[src/rtl/locker_ctrl.sv]
// locker_ctrl: keypad combination lock.
// Four BCD digits are entered, submitted and compared against a stored
// password. While open, a new password can be stored (enter with set_mode).
// Optional feature macro: LOCKER_LOCKOUT_EN adds the LOCKOUT state that
// freezes the keypad for LOCKOUT_CYCLES cycles after MAX_FAIL consecutive
// failed checks. Without it, failures are only counted (saturating at 3).
module locker_ctrl #(
  parameter logic [15:0] DEFAULT_PSD    = 16'h1234,
  parameter int          MAX_FAIL       = 3,
  parameter int          LOCKOUT_CYCLES = 1000
) (
  input  logic       clk,
  input  logic       rst,
  input  logic       digit_valid,
  input  logic [3:0] digit,
  input  logic       enter,
  input  logic       clear,
  input  logic       set_mode,
  input  logic       lock,
  output logic       ledg,
  output logic       ledr,
  output logic       locked_out,
  output logic       pw_updated,
  output logic [1:0] fail_cnt,
  output logic [2:0] digit_cnt
);

`ifdef LOCKER_LOCKOUT_EN
  typedef enum logic [2:0] {IDLE, ENTRY, CHECK, OPEN, LOCKOUT} state_t;

  localparam int              LCW       = (LOCKOUT_CYCLES > 1) ? $clog2(LOCKOUT_CYCLES) : 1;
  localparam logic [LCW-1:0]  LOCK_LAST = LCW'(LOCKOUT_CYCLES - 1);

  logic [LCW-1:0] lock_cnt;
  logic [LCW-1:0] lock_cnt_nxt;
`else
  typedef enum logic [2:0] {IDLE, ENTRY, CHECK, OPEN} state_t;
`endif

  state_t      state;
  state_t      state_nxt;
  logic [15:0] entry_buf;
  logic [15:0] entry_buf_nxt;
  logic [2:0]  digit_cnt_nxt;
  logic [15:0] psd;
  logic [15:0] psd_nxt;
  logic [1:0]  fail_cnt_nxt;
  logic        pw_updated_nxt;
  logic        digit_ok;
  logic        match;
  logic [1:0]  fail_inc;

  // Saturating increment of the 2-bit failure counter.
  function automatic logic [1:0] sat_inc(input logic [1:0] v);
    return (v == 2'd3) ? 2'd3 : v + 2'd1;
  endfunction

  // A keypress is taken only for BCD values and while the buffer has room.
  assign digit_ok = digit_valid && (digit <= 4'd9) && (digit_cnt < 3'd4);
  assign match    = (digit_cnt == 3'd4) && (entry_buf == psd);
  assign fail_inc = sat_inc(fail_cnt);

  // Next-state, datapath and output decode.
  always_comb begin
    state_nxt      = state;
    entry_buf_nxt  = entry_buf;
    digit_cnt_nxt  = digit_cnt;
    psd_nxt        = psd;
    fail_cnt_nxt   = fail_cnt;
    pw_updated_nxt = 1'b0;
`ifdef LOCKER_LOCKOUT_EN
    lock_cnt_nxt   = lock_cnt;
`endif
    case (state)
      IDLE: begin
        if (enter || clear) begin
          entry_buf_nxt = '0;
          digit_cnt_nxt = '0;
        end else if (digit_ok) begin
          entry_buf_nxt = {entry_buf[11:0], digit};
          digit_cnt_nxt = digit_cnt + 3'd1;
          state_nxt     = ENTRY;
        end
      end
      ENTRY: begin
        if (clear) begin
          entry_buf_nxt = '0;
          digit_cnt_nxt = '0;
          state_nxt     = IDLE;
        end else if (enter) begin
          state_nxt = CHECK;
        end else if (digit_ok) begin
          entry_buf_nxt = {entry_buf[11:0], digit};
          digit_cnt_nxt = digit_cnt + 3'd1;
        end
      end
      CHECK: begin
        entry_buf_nxt = '0;
        digit_cnt_nxt = '0;
        if (match) begin
          fail_cnt_nxt = '0;
          state_nxt    = OPEN;
        end else begin
          fail_cnt_nxt = fail_inc;
          state_nxt    = IDLE;
`ifdef LOCKER_LOCKOUT_EN
          if (int'(fail_inc) >= MAX_FAIL) begin
            state_nxt    = LOCKOUT;
            lock_cnt_nxt = '0;
          end
`endif
        end
      end
      OPEN: begin
        if (lock) begin
          entry_buf_nxt = '0;
          digit_cnt_nxt = '0;
          state_nxt     = IDLE;
        end else if (clear) begin
          entry_buf_nxt = '0;
          digit_cnt_nxt = '0;
        end else if (enter) begin
          if (set_mode && (digit_cnt == 3'd4)) begin
            psd_nxt        = entry_buf;
            pw_updated_nxt = 1'b1;
          end
          entry_buf_nxt = '0;
          digit_cnt_nxt = '0;
        end else if (digit_ok) begin
          entry_buf_nxt = {entry_buf[11:0], digit};
          digit_cnt_nxt = digit_cnt + 3'd1;
        end
      end
`ifdef LOCKER_LOCKOUT_EN
      LOCKOUT: begin
        if (lock_cnt == LOCK_LAST) begin
          lock_cnt_nxt = '0;
          fail_cnt_nxt = '0;
          state_nxt    = IDLE;
        end else begin
          lock_cnt_nxt = lock_cnt + LCW'(1);
        end
      end
`endif
      default: begin
        entry_buf_nxt = '0;
        digit_cnt_nxt = '0;
        state_nxt     = IDLE;
      end
    endcase
  end

  // State, datapath and registered outputs.
  always_ff @(posedge clk or posedge rst) begin
    if (rst) begin
      state      <= IDLE;
      entry_buf  <= '0;
      digit_cnt  <= '0;
      psd        <= DEFAULT_PSD;
      fail_cnt   <= '0;
      ledg       <= 1'b0;
      ledr       <= 1'b1;
      pw_updated <= 1'b0;
    end else begin
      state      <= state_nxt;
      entry_buf  <= entry_buf_nxt;
      digit_cnt  <= digit_cnt_nxt;
      psd        <= psd_nxt;
      fail_cnt   <= fail_cnt_nxt;
      ledg       <= (state_nxt == OPEN);
      ledr       <= (state_nxt != OPEN);
      pw_updated <= pw_updated_nxt;
    end
  end

`ifdef LOCKER_LOCKOUT_EN
  // Lockout timer and its registered indicator.
  always_ff @(posedge clk or posedge rst) begin
    if (rst) begin
      lock_cnt   <= '0;
      locked_out <= 1'b0;
    end else begin
      lock_cnt   <= lock_cnt_nxt;
      locked_out <= (state_nxt == LOCKOUT);
    end
  end
`else
  assign locked_out = 1'b0;
`endif

endmodule

[config.mk]
export PLATFORM = sky130hd
export DESIGN_NAME = locker_ctrl
export DESIGN_NICKNAME = d
export VERILOG_FILES = /design/src/rtl/locker_ctrl.sv
export SDC_FILE = /design/constraint.sdc
export NUM_CORES = 1
export LEC_CHECK = 0
export CAP_MARGIN = 20
export CORE_MARGIN = 2
export CORE_UTILIZATION = 56
export DETAILED_ROUTE_END_ITERATION = 8
export GPL_ROUTABILITY_DRIVEN = 0
export PLACE_DENSITY = 0.76
export SLEW_MARGIN = 10
export SYNTH_ARGS = -nofsm -noshare
export SYNTH_HDL_FRONTEND = slang
export SYNTH_SLANG_ARGS = --single-unit
[constraint.sdc]
create_clock -name clk -period 2.5 [get_ports clk]
set_clock_uncertainty 0.1 [all_clocks]
set_input_delay 0.25 -clock clk [delete_from_list [all_inputs] [get_ports clk]]
set_output_delay 0.25 -clock clk [all_outputs]
set_load 0.01 [all_outputs]
==> results of run 1 <==
-- power by group through the flow --
stage	Sequential [mW]	Combinational (mW)	Clock, mW
2_1_floorplan	0.721	0.0441	0
4_1_cts	0.707	0.0858	0.383
6_report	0.707	0.0842	0.373
3_5_place_dp	0.720	0.0856	0
3_3_place_gp	0.720	0.0815	0
5_1_grt	0.708	0.0932	0.417
-- per-stage QoR --
step | utilization [%] | TNS, ps | setup WS, ps
after floorplan | - | 0 | 246.9
after global placement | 66.07 | 0 | 39.09
after detailed placement | 66.07 | -1.019 | -1.019
after CTS | 68.12 | 0 | 275.9
after global routing | 68.12 | 0 | 208.5
final | 68.12 | 0 | 262.7
-- sequential cells by signal, indices dropped and copies added, names as in the netlist --
name        flops
fail_cnt        2
ledg            1
entry_buf      16
state           3
ledr            1
digit_cnt       3
pw_updated      1
psd            16
-- worst min-delay path, delay by kind of cell --
family | cells | cell delay [ps]
buffers and inverters | 3 | 880
-- area by class of cell --
type / instances / area, µm²
flip-flops and latches: 43 / 1084
fillers: 281 / 1072
multi-input cells: 106 / 839.6
repair buffers: 22 / 222.7
clock buffers: 8 / 68.82
well taps: 46 / 57.56
inverters: 5 / 18.77
-- cells in the final DEF, fill, tap and decap left out, types with 2 or more instances in the layout --
cell / n
dfrtp_1: 37
nor2_1: 23
clkdlybuf4s50_1: 18
mux2i_1: 17
xor2_1: 13
mux2_4: 9
mux2_2: 7
dfstp_2: 6
nor4_1: 5
clkbuf_4: 5
nand2_1: 4
xnor2_1: 4
inv_1: 4
o21ai_0: 3
nand3_1: 3
buf_4: 3
a21oi_1: 2
ha_1: 2
conb_1: 2
clkbuf_8: 2
-- cells in the mapped netlist --
cell type / instances
buf_4: 1
nand4_1: 1
or4_1: 1
xor2_1: 13
nor4_1: 5
mux2_2: 7
buf_2: 1
a41oi_1: 1
nand3b_1: 1
buf_6: 1
conb_1: 1
nand2_1: 4
or4b_4: 1
dfstp_2: 6
ha_1: 2
inv_2: 1
nand4b_1: 1
mux2_4: 9
o21ai_0: 3
inv_1: 4
o21ai_1: 1
nor3b_1: 2
mux2i_1: 17
clkbuf_1: 1
nor2_1: 23
or4_4: 1
and2_2: 1
nor3_1: 1
xnor2_1: 4
nand3_1: 3
dfrtp_1: 37
buf_1: 1
buf_12: 1
a21oi_1: 2
-- metal layers --
layer  global-route usage [%]  up-vias
li1                         -      592
met1                    25.53      645
met2                    31.32       21
met3                    4.821        7
met4                    8.424        0
met5                        0        -
-- how the worst max path moves through the flow --
stage                         from       to  slack [ps]
final                     state[0]  psd[11]         260
after global routing      state[0]  psd[13]         210
after floorplan           state[0]  psd[10]         250
after CTS                 state[0]  psd[14]         280
after detailed placement      lock  psd[14]          -1
after global placement        lock   psd[7]          40
-- cell families (layout without fill, tap and decap cells) --
logic type / count (synthesis) / in the layout / share of synthesized area (%)
XOR/XNOR: 17 / 17 / 7.503
adder cells (fa/ha/maj): 2 / 2 / 1.261
buffers and inverters: 11 / 35 / 3.530
AO/OA/AOI/OAI: 7 / 7 / 1.954
multiplexers: 33 / 33 / 19.36
other: 1 / 2 / 0.1890
AND/OR/NAND/NOR: 45 / 45 / 11.60
flip-flops: 43 / 43 / 54.60
==> results.tsv, run 1 <==
metric	value	unit
Flop pwr share	60.7	%
FP Rows	21	
max-slew violation count	0	
Synth Register Bits	43	
WP buf/inv	1	
critical path depth	4	
crit path max fanout	17	
power density over cell area	508.1	mW/mm²
post-synthesis sequential area ratio	54.60	%
vias in the first global route	1315	
total power	1.164	mW
final instance area	0.002291	mm²
Final setup viols	0	
DIE AREA	0.004035	mm²
met3 WL	96	µm
clock network power share	32.0	%
unrepaired setup endpoints after global routing	no	
remaining antenna violation count	0	
Clock Pin Slew Worst Setup and Hold Paths	120	ps
max incr delay on CP	690	ps
Final HPWL DP	2356	µm
Ys Warns	0	
Post-Syn Area	0.001984	mm²
total grt overflow	0	
Starting Density	59.00	%
Leakage	1.144	nW
DRC violation count after routing	0	
Setup CP Type	reg2reg	
Hold Violations, Final	0	
VDD IR max	0.0003302	V
NetSw	257.0	µW
vias per cell	5.500	
CP Cell Sequence	inv_2, or4b_4, or4_4, mux2_4	
period utilization	89.49	%
Root Driver	clkbuf_4	
Int Pwr	907.0	µW
Worst Hold Class	in2async	
r2r setup slk	260	ps
hold slack	224.2	ps
Peak Freq	447.0	MHz
I/O pins	20	
Clock Path Buffers	2	
largest net degree at the start of global routing	44	
CP delay by family, top	simple AND/OR/NAND/NOR gates	
largest area contributor in the netlist	dfrtp_1	
reg2reg path depth	4	
kind of end point of the critical path	register	
Resized Gates After CTS	0	
Slew headroom	64.15	%
M1 WL	1540	µm
Core Area	0.003363	mm²
R2R Path Start	state[0]	
layout cells sized above 1	20.65	%
Port-buffer cells	18	
total track usage	19.64	%
post-synth top area share	46.66	%
Cell Area, Placed	0.002222	mm²
per-cell routed wire length	14.40	µm
Syn-to-layout area delta	15.45	%
Crit-path slowest cell	or4_4	
CTS Hold Bufs	0	
CTS Sinks	43	
Worst-Margin Slew	536.6	ps
ANT cells	0	
met2 wire length	1614	µm
Post-CTS Setup Bufs	0	
top layer used by detailed routing	met4	
status	finished clean	
Required @ worst endpoint	2640	ps
nets	196	
Finished Layout Cells	230	
max_cap viols	0	
post-route minimum period	2237	ps
Via Count	1265	
antenna violations before repair	0	
post-placement cell count	222	
Die X	63.53	µm
CTS H-tree lvls	2	
crit path DAT	2370	ps
Routed WL	3312	µm
Die H	63.53	µm
FF-to-FF End	psd[11]	
DRT iter0 DRCs	54	
switching share of power	22.08	%
Synth Area per Inst	12.48	µm²
Num CTS Buffers	5	
CTS tree	done	
combinational share of power	7.2	%
Skew-Pair Late Insertion Delay	340	ps
ranking of synthesized cells by area	dfrtp_1 (47%), mux2i_1 (8.6%), dfstp_2 (7.9%)	
Yosys cell types	34	
Initial DRT Pass Iterations	5	
first-pass GRT wire length	6065	µm
cell count after synthesis	159	
critical path startpoint category	register	
No activity file was read; power rests on OpenSTA's default activity.
==> run 2: changes to the inputs <==
CAP_MARGIN = unset   (was 20)
CORE_MARGIN = 1   (was 2)
clock period = 2.15 ns   (was 2.5 ns; I/O delays follow)
==> results.tsv, run 2 (synthesized netlist as in run 1, its figures left out) <==
metric	value	unit
nets	202	
Starting Density	59.00	%
I/O pins	20	
DRT iter0 DRCs	61	
power density over cell area	558.3	mW/mm²
crit path DAT	2240	ps
Worst-Margin Slew	525.5	ps
Filler Cell Count	269	
status	finished clean	
critical path startpoint category	register	
kind of end point of the critical path	register	
Int Pwr	986.9	µW
combinational share of power	8.0	%
layout cells sized above 1	24.74	%
Core Area	0.003363	mm²
Initial DRT Pass Iterations	4	
ANT cells	0	
DRC violation count after routing	0	
post-placement cell count	228	
vias in the first global route	1206	
Via Count	1252	
CTS H-tree lvls	2	
Setup CP Type	reg2reg	
GR peak layer	met2	
M2 GR Usage	33.18	%
total track usage	21.95	%
first-pass GRT wire length	5775	µm
CTS Sinks	43	
NetSw	313.9	µW
total grt overflow	0	
switching share of power	24.13	%
hold slack	180.3	ps
Worst Hold Class	in2async	
commonest non-fill, non-tap cells in the layout	dfrtp_1 (37), nor2_1 (23), clkdlybuf4s50_1 (18)	
reg2reg path depth	4	
Port-buffer cells	18	
largest net degree at the start of global routing	44	
Largest regs	entry_buf x16, psd x16	
CTS Hold Bufs	0	
grt met3 use	6.303	%
Flop pwr share	63.2	%
Num CTS Buffers	5	
Routed WL	3511	µm
FP Rows	21	
Final HPWL DP	2483	µm
DIE AREA	0.003785	mm²
per-cell routed wire length	14.88	µm
Die H	61.53	µm
max-slew violation count	0	
Syn-to-layout area delta	17.40	%
crit path max fanout	17	
post-route minimum period	2096	ps
vias per cell	5.305	
remaining antenna violation count	0	
Finished Layout Cells	236	
clock network power share	28.9	%
max_cap viols	0	
Root Driver	clkbuf_4	
Die X	61.53	µm
Hold Violations, Final	0	
period utilization	97.48	%
Slew headroom	64.97	%
Required @ worst endpoint	2290	ps
Skew-Pair Late Insertion Delay	350	ps
antenna violations before repair	0	
Clock Pin Slew Worst Setup and Hold Paths	130	ps
Final setup viols	0	
most common cell after layout, fill and taps aside	dfrtp_1	
CTS tree	done	
Clock Path Buffers	2	
met1 Usage GRT	30.34	%
unrepaired setup endpoints after global routing	no	
Peak Freq	477.1	MHz
Leakage	1.174	nW
VDD IR max	0.0004934	V
==> run 2: power by group through the flow <==
stage | Sequential, mW | Combinational (mW) | Clock, mW
global route | 0.823 | 0.114 | 0.428
global placement | 0.836 | 0.0993 | 0
floorplan | 0.838 | 0.0512 | 0
detailed placement | 0.836 | 0.103 | 0
CTS | 0.821 | 0.104 | 0.387
finish | 0.821 | 0.104 | 0.376
==> run 2: final timing paths <==
check                              start      endpoint  slack [ps]
max in group asynchronous            rst        psd[2]        1400
worst min register to register    psd[3]        psd[3]         440
min in group clk                digit[0]  entry_buf[0]         390
worst max-delay path            state[0]        psd[7]          50
worst min-delay path                 rst  entry_buf[4]         180
worst max register to register  state[0]        psd[7]          50
==> run 2: stage by stage <==
stage	setup slack, ps	util, %	power (mW)	setup TNS [ps]	cell area, µm²
detailed placement	-315.3	67.41	0.9400	-4471	2267
CTS	44.43	68.97	1.313	0	2320
global placement	-280.4	67.41	0.9354	-4115	2267
global route	23.28	69.27	1.364	0	2330
floorplan	-103.1	-	0.8891	-844.6	1988
finish	54.13	69.27	1.301	0	2330
==> run 2: per-layer routing <==
layer	part of all wire (%)	vias to the layer above
li1	-	601
met1	46	627
met2	49	19
met3	3.3	5
met4	1.5	0
met5	0	-
==> run 2: timing repair <==
action | 4_1_cts | 5_1_grt
endpoints found under the setup margin | 11 | 1
pin swaps | 1 | 0
gates resized for setup | 0 | 2
setup buffers | 0 | 0
hold endpoints to repair | 0 | 0
==> run 2: layout make-up <==
cell class              count  area (µm²)  share of cell area (%)
inverters                   5       18.77                  0.8056
repair buffers             28       267.8                   11.49
clock inverters             3       15.01                  0.6445
multi-input cells         106       849.6                   36.47
well taps                  46       57.56                   2.470
clock buffers               5       37.54                   1.611
flip-flops and latches     43        1084                   46.51
==> run 2: worst max-delay path: stages (launching register included) <==
cell,delay (ps)
dfrtp_1,390
inv_2,40
or4b_4,500
or4_4,590
mux2_4,360
==> run 3: changes to the inputs <==
REMOVE_ABC_BUFFERS = 1   (was unset)
==> results.tsv, run 3 (synthesized netlist as in run 1, its figures left out) <==
metric	value	unit
status	finished clean	
CTS H-tree lvls	2	
top layer used by detailed routing	met4	
total grt overflow	0	
Worst-Margin Slew	526.3	ps
crit path DAT	2240	ps
Port-buffer cells	18	
critical path startpoint category	register	
max incr delay on CP	600	ps
met3 WL	115	µm
layout cells sized above 1	24.21	%
I/O pins	20	
Final setup viols	0	
Routed WL	3624	µm
power density over cell area	645.8	mW/mm²
remaining antenna violation count	0	
Crit-path slowest cell	or4_4	
antenna violations before repair	0	
FP Rows	21	
CP Launch Point	state[0]	
commonest non-fill, non-tap cells in the layout	dfrtp_1 (37), nor2_1 (23), clkdlybuf4s50_1 (18)	
ANT cells	0	
Peak Freq	476.5	MHz
Required @ worst endpoint	2290	ps
DIE AREA	0.003785	mm²
Via Count	1288	
largest net degree at the start of global routing	44	
Leakage	1.191	nW
total power	1.536	mW
vias per cell	5.458	
NetSw	307.6	µW
unrepaired setup endpoints after global routing	no	
CTS Sinks	43	
post-route minimum period	2099	ps
Flop pwr share	53.5	%
Initial DRT Pass Iterations	4	
PnR worst setup slack	51.24	ps
M1 WL	1597	µm
Starting Density	59.00	%
VDD IR max	0.0005121	V
Clock Pin Slew Worst Setup and Hold Paths	120	ps
Post-CTS Setup Bufs	0	
max-slew violation count	0	
Die X	61.53	µm
Largest regs	entry_buf x16, psd x16	
first-pass GRT wire length	5851	µm
total track usage	21.95	%
final instance area	0.002379	mm²
Clock Path Buffers	2	
Root Driver	clkbuf_4	
R2R Path Start	state[0]	
nets	202	
Num CTS Buffers	5	
DRT iter0 DRCs	72	
per-cell routed wire length	15.36	µm
max_cap viols	0	
Setup CP Type	reg2reg	
clock network power share	39.7	%
kind of end point of the critical path	register	
Int Pwr	1.228	mW
most common cell after layout, fill and taps aside	dfrtp_1	
Syn-to-layout area delta	19.86	%
period utilization	97.62	%
Slew headroom	64.91	%
Die H	61.53	µm
Hold Violations, Final	0	
vias in the first global route	1274	
combinational share of power	6.8	%
met2 wire length	1836	µm
hold slack	177.3	ps
Core Area	0.003363	mm²
CTS tree	done	
Cell Area, Placed	0.002267	mm²
Worst Hold Class	in2async	
DRC violation count after routing	0	
CP delay by family, top	simple AND/OR/NAND/NOR gates	
WP buf/inv	1	
Skew-Pair Late Insertion Delay	350	ps
Final HPWL DP	2435	µm
CTS Hold Bufs	0	
Filler Cell Count	243	
switching share of power	20.02	%
DP Worst Slack	-336.0	ps
CP Cell Sequence	inv_2, or4b_4, or4_4, mux2_4	
crit path max fanout	17	
[run 3: changes by cell type in the layout (fill, tap and decap cells not counted)]
| cell | previous run | this run |
|---|---|---|
| bufinv_16 | 0 | 2 |
| clkbuf_1 | 0 | 1 |
| clkinv_2 | 3 | 0 |
[run 3: metal layers]
metal | GRT usage (%) | up-vias
met3 | 5.672 | 8
met2 | 35.02 | 21
met5 | 0 | -
li1 | - | 603
met1 | 29.08 | 656
met4 | 7.937 | 0
[run 3: cell type report]
cell class / count / area, µm² / share of cell area (%)
clock buffer: 6 / 41.29 / 1.736
sequential: 43 / 1084 / 45.56
inverter: 5 / 18.77 / 0.7891
multi-input combinational: 106 / 849.6 / 35.72
tap: 46 / 57.56 / 2.420
clock inverter: 2 / 60.06 / 2.525
timing repair buffer: 28 / 267.8 / 11.26
[run 3: per-stage QoR]
stage          TNS (ps)  std cells  util [%]
2_1_floorplan    -16940        154         -
3_3_place_gp      -4360        228     67.41
3_5_place_dp      -4877        228     67.41
4_1_cts               0        236     70.42
5_1_grt               0        236     70.72
6_report              0        236     70.72
[run 3: tightest hold or removal path: stages]
cell and delay (ps):
clkdlybuf4s50_1 390, inv_1 50, buf_4 440
[run 3: power by group through the flow]
stage / Clock (mW) / Sequential [mW] / Combinational, mW
2_1_floorplan: 0 / 0.838 / 0.0503
3_3_place_gp: 0 / 0.836 / 0.102
5_1_grt: 0.660 / 0.823 / 0.115
6_report: 0.610 / 0.822 / 0.104
3_5_place_dp: 0 / 0.837 / 0.105
4_1_cts: 0.626 / 0.822 / 0.106
[run 3: final timing paths]
kind | cells after the start | endpoint | slack (ps)
hold / removal | 3 | psd[11] | 180
min in group clk | 3 | entry_buf[0] | 370
max in group asynchronous | 3 | psd[2] | 1380
setup reg to reg | 4 | psd[14] | 50
hold reg to reg | 2 | fail_cnt[1] | 440
setup / recovery | 4 | psd[14] | 50
[run 3: timing repair]
item | in CTS | in global routing
pin swaps | 1 | 0
gates resized for setup | 0 | 2
setup endpoints to repair | 11 | 2
cloned | 0 | 0
endpoints found under the hold margin | 0 | 0
==> variant 1: new RTL, config.mk and constraints of run 1 <==
Build with the macro `LOCKER_LOCKOUT_EN` defined.
--- a/src/rtl/locker_ctrl.sv
+++ b/src/rtl/locker_ctrl.sv
@@ -5,4 +5,6 @@
 // freezes the keypad for LOCKOUT_CYCLES cycles after MAX_FAIL consecutive
 // failed checks. Without it, failures are only counted (saturating at 3).
+`define LOCKER_LOCKOUT_EN
+
 module locker_ctrl #(
   parameter logic [15:0] DEFAULT_PSD    = 16'h1234,
Function: changed (Yosys sat finds a counterexample within 10 cycles, from zero or initial values and one cycle with rst high).
==> variant 1 against run 1 <==
- combinational power rose to 3.1 times the old value
- die area is 34% higher
- sequential cell count is 11 higher
- count of clock-buffer cells in the layout decreased by 2
- sequential power rose by 36%
- worst setup slack better by 170 ps
- area after synthesis grew 36%
- power increased by 55%
- fmax rose by 8.3%
- largest cell class unchanged
- wire length is 41% higher
- core utilization down 2.5 points
- final cell count grew 39%
- final area grew 34%
==> variant 1: results (changes against run 1) <==
Root buffer cell: clkbuf_8
Relative slew slack: 64.0% (-0.16 points)
Vias: 1806 (+43%)
Fill cells: 379 (+35%)
Largest cells by area after synthesis: dfrtp_1 (44%), mux2i_1 (6.7%), dfstp_2 (5.8%)
Largest registers: entry_buf: 16 flops, psd: 16 flops, lock_cnt: 10 flops
Endpoints failing setup: 0 (unchanged)
Initial antenna violation count: 0 (unchanged)
GRT Resource Usage Total: 19.5% (-0.18 points)
Grt ovf: 0 (unchanged)
Nets@finish: 278 (+42%)
Pre-Repair DR Iteration Count: 4 (-1)
Static Leak: 1.41 nW (+23%)
Largest net degree at the start of global routing: 33 (-25%)
Sequential-to-total area share from yosys stat: 50.2% (-4.4 points)
Post-CTS Setup Inserts: 0 (unchanged)
Worst hold-check path type: in2async
First-pass GRT wire length: 8050 um (+33%)
CP arrival: 2130 ps (-240 ps)
Dpl hpwl: 3380 um (+43%)
Port buffer count: 19 (+1)
Clk slew on worst S/H paths: 90 ps (-30 ps)
Syn_nets: 254
Fraction of layout cells with a size suffix above 1: 17.7% (-2.9 points)
N_diodes: 0 (unchanged)
Max Root-Sink Buffers: 2 (unchanged)
Worst-Skew Late Latency: 300 ps (-40 ps)
Max FO, Critical Path: 9 (-8)
DR iter-0 viols: 68 (+26%)
Internal cell power: 1.34 mW (+47%)
Most used DFF post-synth: dfrtp_1
Post-synth ARST share: 100% (unchanged)
Crit path launch: state[1]$_DFF_PP0_
Post-synth cell types: 49 (+44%)
Worst reg2reg setup slack: 430 ps (+170 ps)
Htree depth: 2 (unchanged)
Synth warn: 0 (unchanged)
Status: finished, final reports clean
R2R depth: 5 (+1)
Max VDD drop: 426 uV (+29%)
Leading cell types by count after synthesis: dfrtp_1 (48), nor2_1 (29), mux2i_1 (18), nand2_1 (16), xor2_1 (12)
Avg WL per Cell: 14.6 um (+1.6%)
Crit path capture: lock_cnt[2]$_DFFE_PP0P_
[variant 1: through the flow]
step | hold slack [ps] | worst slack, ps | instance area, um^2 | power (mW) | std cells
after floorplan | 306 | 668 | 2710 | 1.14 | 240
after global placement | 393 | 380 | 2970 | 1.24 | 311
after detailed placement | 395 | 306 | 2970 | 1.25 | 311
after CTS | 196 | 415 | 3080 | 1.82 | 319
after global routing | 230 | 242 | 3080 | 1.90 | 319
final | 187 | 434 | 3080 | 1.80 | 319
[variant 1: final cells by class]
| type | instances | share of cell area, % |
|---|---|---|
| Clock buffer | 6 | 2.36 |
| Clock inverter | 2 | 1.22 |
| Inverter | 11 | 1.34 |
| Multi-Input combinational cell | 168 | 41.0 |
| Sequential cell | 54 | 44.1 |
| Tap cell | 54 | 2.19 |
| Timing Repair Buffer | 24 | 7.80 |
[variant 1: power groups by stage]
stage / registers [mW] / clock network [mW] / logic, mW
2_1_floorplan: 0.976 / 0 / 0.164
3_3_place_gp: 0.977 / 0 / 0.262
3_5_place_dp: 0.979 / 0 / 0.269
4_1_cts: 0.962 / 0.592 / 0.270
5_1_grt: 0.972 / 0.627 / 0.298
6_report: 0.962 / 0.573 / 0.265
[variant 1: how the worst min path moves through the flow]
stage | to | slack (ps)
3_5_place_dp | fail_cnt[0]$_DFFE_PP0P_ | 400
5_1_grt | entry_buf[1]$_DFFE_PP0P_ | 230
6_report | psd[1]$_DFFE_PP0P_ | 190
3_3_place_gp | psd[6]$_DFFE_PP0P_ | 390
4_1_cts | psd[1]$_DFFE_PP0P_ | 200
2_1_floorplan | entry_buf[0]$_DFFE_PP0P_ | 310
[variant 1: worst max-delay path: stages, from the launching register on]
cell,delay [ps]
dfrtp_1,520
inv_2,100
nor3_1,360
o311a_1,230
a311o_1,450
a31oi_2,160
[variant 1: cell families after synthesis]
family                     count (synthesis)  share of synthesized area [%]
xor gates and xnor gates                  19                           6.15
muxes                                     34                           13.3
AOI/OAI and AO/OA                         36                           10.5
and+or+nand+nor                           76                           15.0
DFF                                       54                           50.2
buffers and inverters                     18                           3.33
adders and majority gates                  3                           1.39
[variant 1: layer usage]
metal  vias to the layer above  part of all wire, %  wire (um)  track usage (%)
met5                         -                    0          0                0
met4                         0                  2.0         93             9.09
met3                         9                  2.3        107             3.84
met2                        21                   49       2270             31.7
met1                       889                   47       2200             24.8
li1                        887                    -          -                -
==> variant 2: new RTL, settings of run 1 <==
Without the edit above. Re-encode `state_t` (4 states) as one-hot, 4 bits wide.
--- a/src/rtl/locker_ctrl.sv
+++ b/src/rtl/locker_ctrl.sv
@@ -35,5 +35,5 @@
   logic [LCW-1:0] lock_cnt_nxt;
 `else
-  typedef enum logic [2:0] {IDLE, ENTRY, CHECK, OPEN} state_t;
+  typedef enum logic [3:0] {IDLE = 4'b0001, ENTRY = 4'b0010, CHECK = 4'b0100, OPEN = 4'b1000} state_t;
 `endif
 
Function: no difference found for any inputs over 10 cycles, from zero or initial values and one cycle with rst high; not proved beyond that.
==> variant 2 against run 1 <==
- sequential power up 2%
- final area rose by 5.2%
- fmax up 17%
- non-clock buffer count is 2 higher
- wire length grew 20%
- worst setup slack better by 330 ps
- power increased by 6.8%
- sequential cell count up 1
- area after synthesis up 5.4%
- sequential share of layout area fell by 1.2 points
- largest power group unchanged
- critical path type unchanged
==> variant 2: results (changes against run 1) <==
Largest registers: entry_buf: 16 flops, psd: 16 flops, state: 4 flops
Post-synth cell types: 38 (+12%)
Post_cts resized: 0 (unchanged)
Initial antenna violation count: 0 (unchanged)
Largest net degree at the start of global routing: 45 (+2.3%)
Compound-Gate Fraction of Synth Area: 7.83% (+5.9 points)
Max VDD drop: 424 uV (+29%)
Max FO, Critical Path: 16 (-1)
Worst-Skew Late Latency: 290 ps (-50 ps)
First-pass GRT wire length: 6820 um (+13%)
Sequential-to-total area share from yosys stat: 53.1% (-1.6 points)
Dpl hpwl: 2830 um (+20%)
Num CTS Buffers: 5 (unchanged)
Leading cell types by count after synthesis: dfrtp_1 (37), a21oi_1 (21), nand2_1 (19), mux2_2 (16), nand3_1 (16)
Max Root-Sink Buffers: 2 (unchanged)
Worst hold-check path type: in2async
Pre-CTS setup slack: 293 ps (+294 ps)
Port buffer count: 18 (unchanged)
Fraction of layout cells with a size suffix above 1: 20.1% (-0.56 points)
DR vias/cell: 5.53 (+0.49%)
N_diodes: 0 (unchanged)
Multiplexer area fraction after synthesis: 9.57% (-9.8 points)
Syn_nets: 204
Fill cells: 296 (+5.3%)
Adder-cell share of the synthesized area: 1.20% (-0.065 points)
Nets@finish: 226 (+15%)
Pre-Repair DR Iteration Count: 4 (-1)
XOR/XNOR share of the synthesized area: 7.12% (-0.39 points)
Clk slew on worst S/H paths: 80 ps (-40 ps)
GRT Resource Usage Total: 21.2% (+1.5 points)
Post-synth ARST share: 100% (unchanged)
Relative slew slack: 50.3% (-14 points)
DR iter-0 viols: 109 (+100%)
WL final: 3960 um (+20%)
Root buffer cell: clkbuf_8
Static Leak: 1.13 nW (-1.3%)
Max Cap Violations: 0 (unchanged)
Htree depth: 2 (unchanged)
Vias in the first global route: 1493 (+14%)
Synth warn: 0 (unchanged)
CTS Hold Bufs: 0 (unchanged)
Post-CTS Setup Inserts: 0 (unchanged)
Largest cells by area after synthesis: dfrtp_1 (44%), dfstp_2 (8.8%), mux2_2 (8.6%)
Status: finished, final reports clean
## variant 2: cell count changes after synthesis, sizes merged, moves of 2 or more
cell           run 1  this run
nand2              4        20
nor2              23         7
or4                2         0
nor3               1         3
a21oi              2        21
mux2i             17         2
clkbuf             1         3
nand2b             0         4
nand3              3        16
a21o               0         2
## variant 2: cell type report
| class | instances | area share, % |
|---|---|---|
| multi-input cells | 134 | 37.7 |
| flip-flops and latches | 44 | 46.1 |
| repair buffers | 24 | 9.35 |
| inverters | 4 | 0.623 |
| well taps | 48 | 2.49 |
| clock buffers | 8 | 3.74 |
## variant 2: worst paths after layout
| path | cells after the start | slack [ps] | start | endpoint |
|---|---|---|---|---|
| worst max-delay path | 5 | 590 | state[3]$_DFF_PP0_ | psd[6]$_DFFE_PP0P_ |
| worst min-delay path | 3 | 300 | rst | pw_updated$_DFF_PP0_ |
| worst max register to register | 5 | 590 | state[3]$_DFF_PP0_ | psd[6]$_DFFE_PP0P_ |
| worst min register to register | 1 | 430 | psd[0]$_DFFE_PP0P_ | psd[0]$_DFFE_PP0P_ |
| max in group asynchronous | 3 | 1620 | rst | psd[4]$_DFFE_PP1P_ |
| min in group clk | 1 | 430 | psd[0]$_DFFE_PP0P_ | psd[0]$_DFFE_PP0P_ |
## variant 2: layer usage
metal  GRT usage [%]  part of all wire [%]  up-vias
met3            3.60                   2.3        4
li1                -                     -      707
met4            6.25                  0.78        0
met1            28.0                    45      721
met2            36.2                    51       16
met5               0                     0        -
## variant 2: power by group
part	total (mW)	leakage [nW]	switching [mW]	internal, mW
logic	0.0803	0.495	0.0483	0.0320
registers	0.722	0.588	0.00587	0.716
clock network	0.441	0.0455	0.216	0.225
## variant 2: cell families after synthesis
kind of cell	after synthesis
compound gates	30
xor+xnor	17
fa+ha+maj	2
buf+inv	13
flops	44
mux	18
other cells	1
simple gates	66
## variant 2: worst max-delay path: stages, from the launching register on
cell and delay (ps):
dfrtp_1 430, nor3b_2 250, nand2b_2 120, nor4_4 240, buf_4 280, mux2_2 370
## variant 2: stage by stage
stage / cells / cell area (um^2) / hold WS (ps) / power [mW]
after global placement: 254 / 2320 / 407 / 0.814
final: 262 / 2410 / 301 / 1.24
after floorplan: 191 / 2090 / 236 / 0.784
after detailed placement: 254 / 2320 / 416 / 0.816
after CTS: 262 / 2410 / 322 / 1.26
after global routing: 262 / 2410 / 367 / 1.30
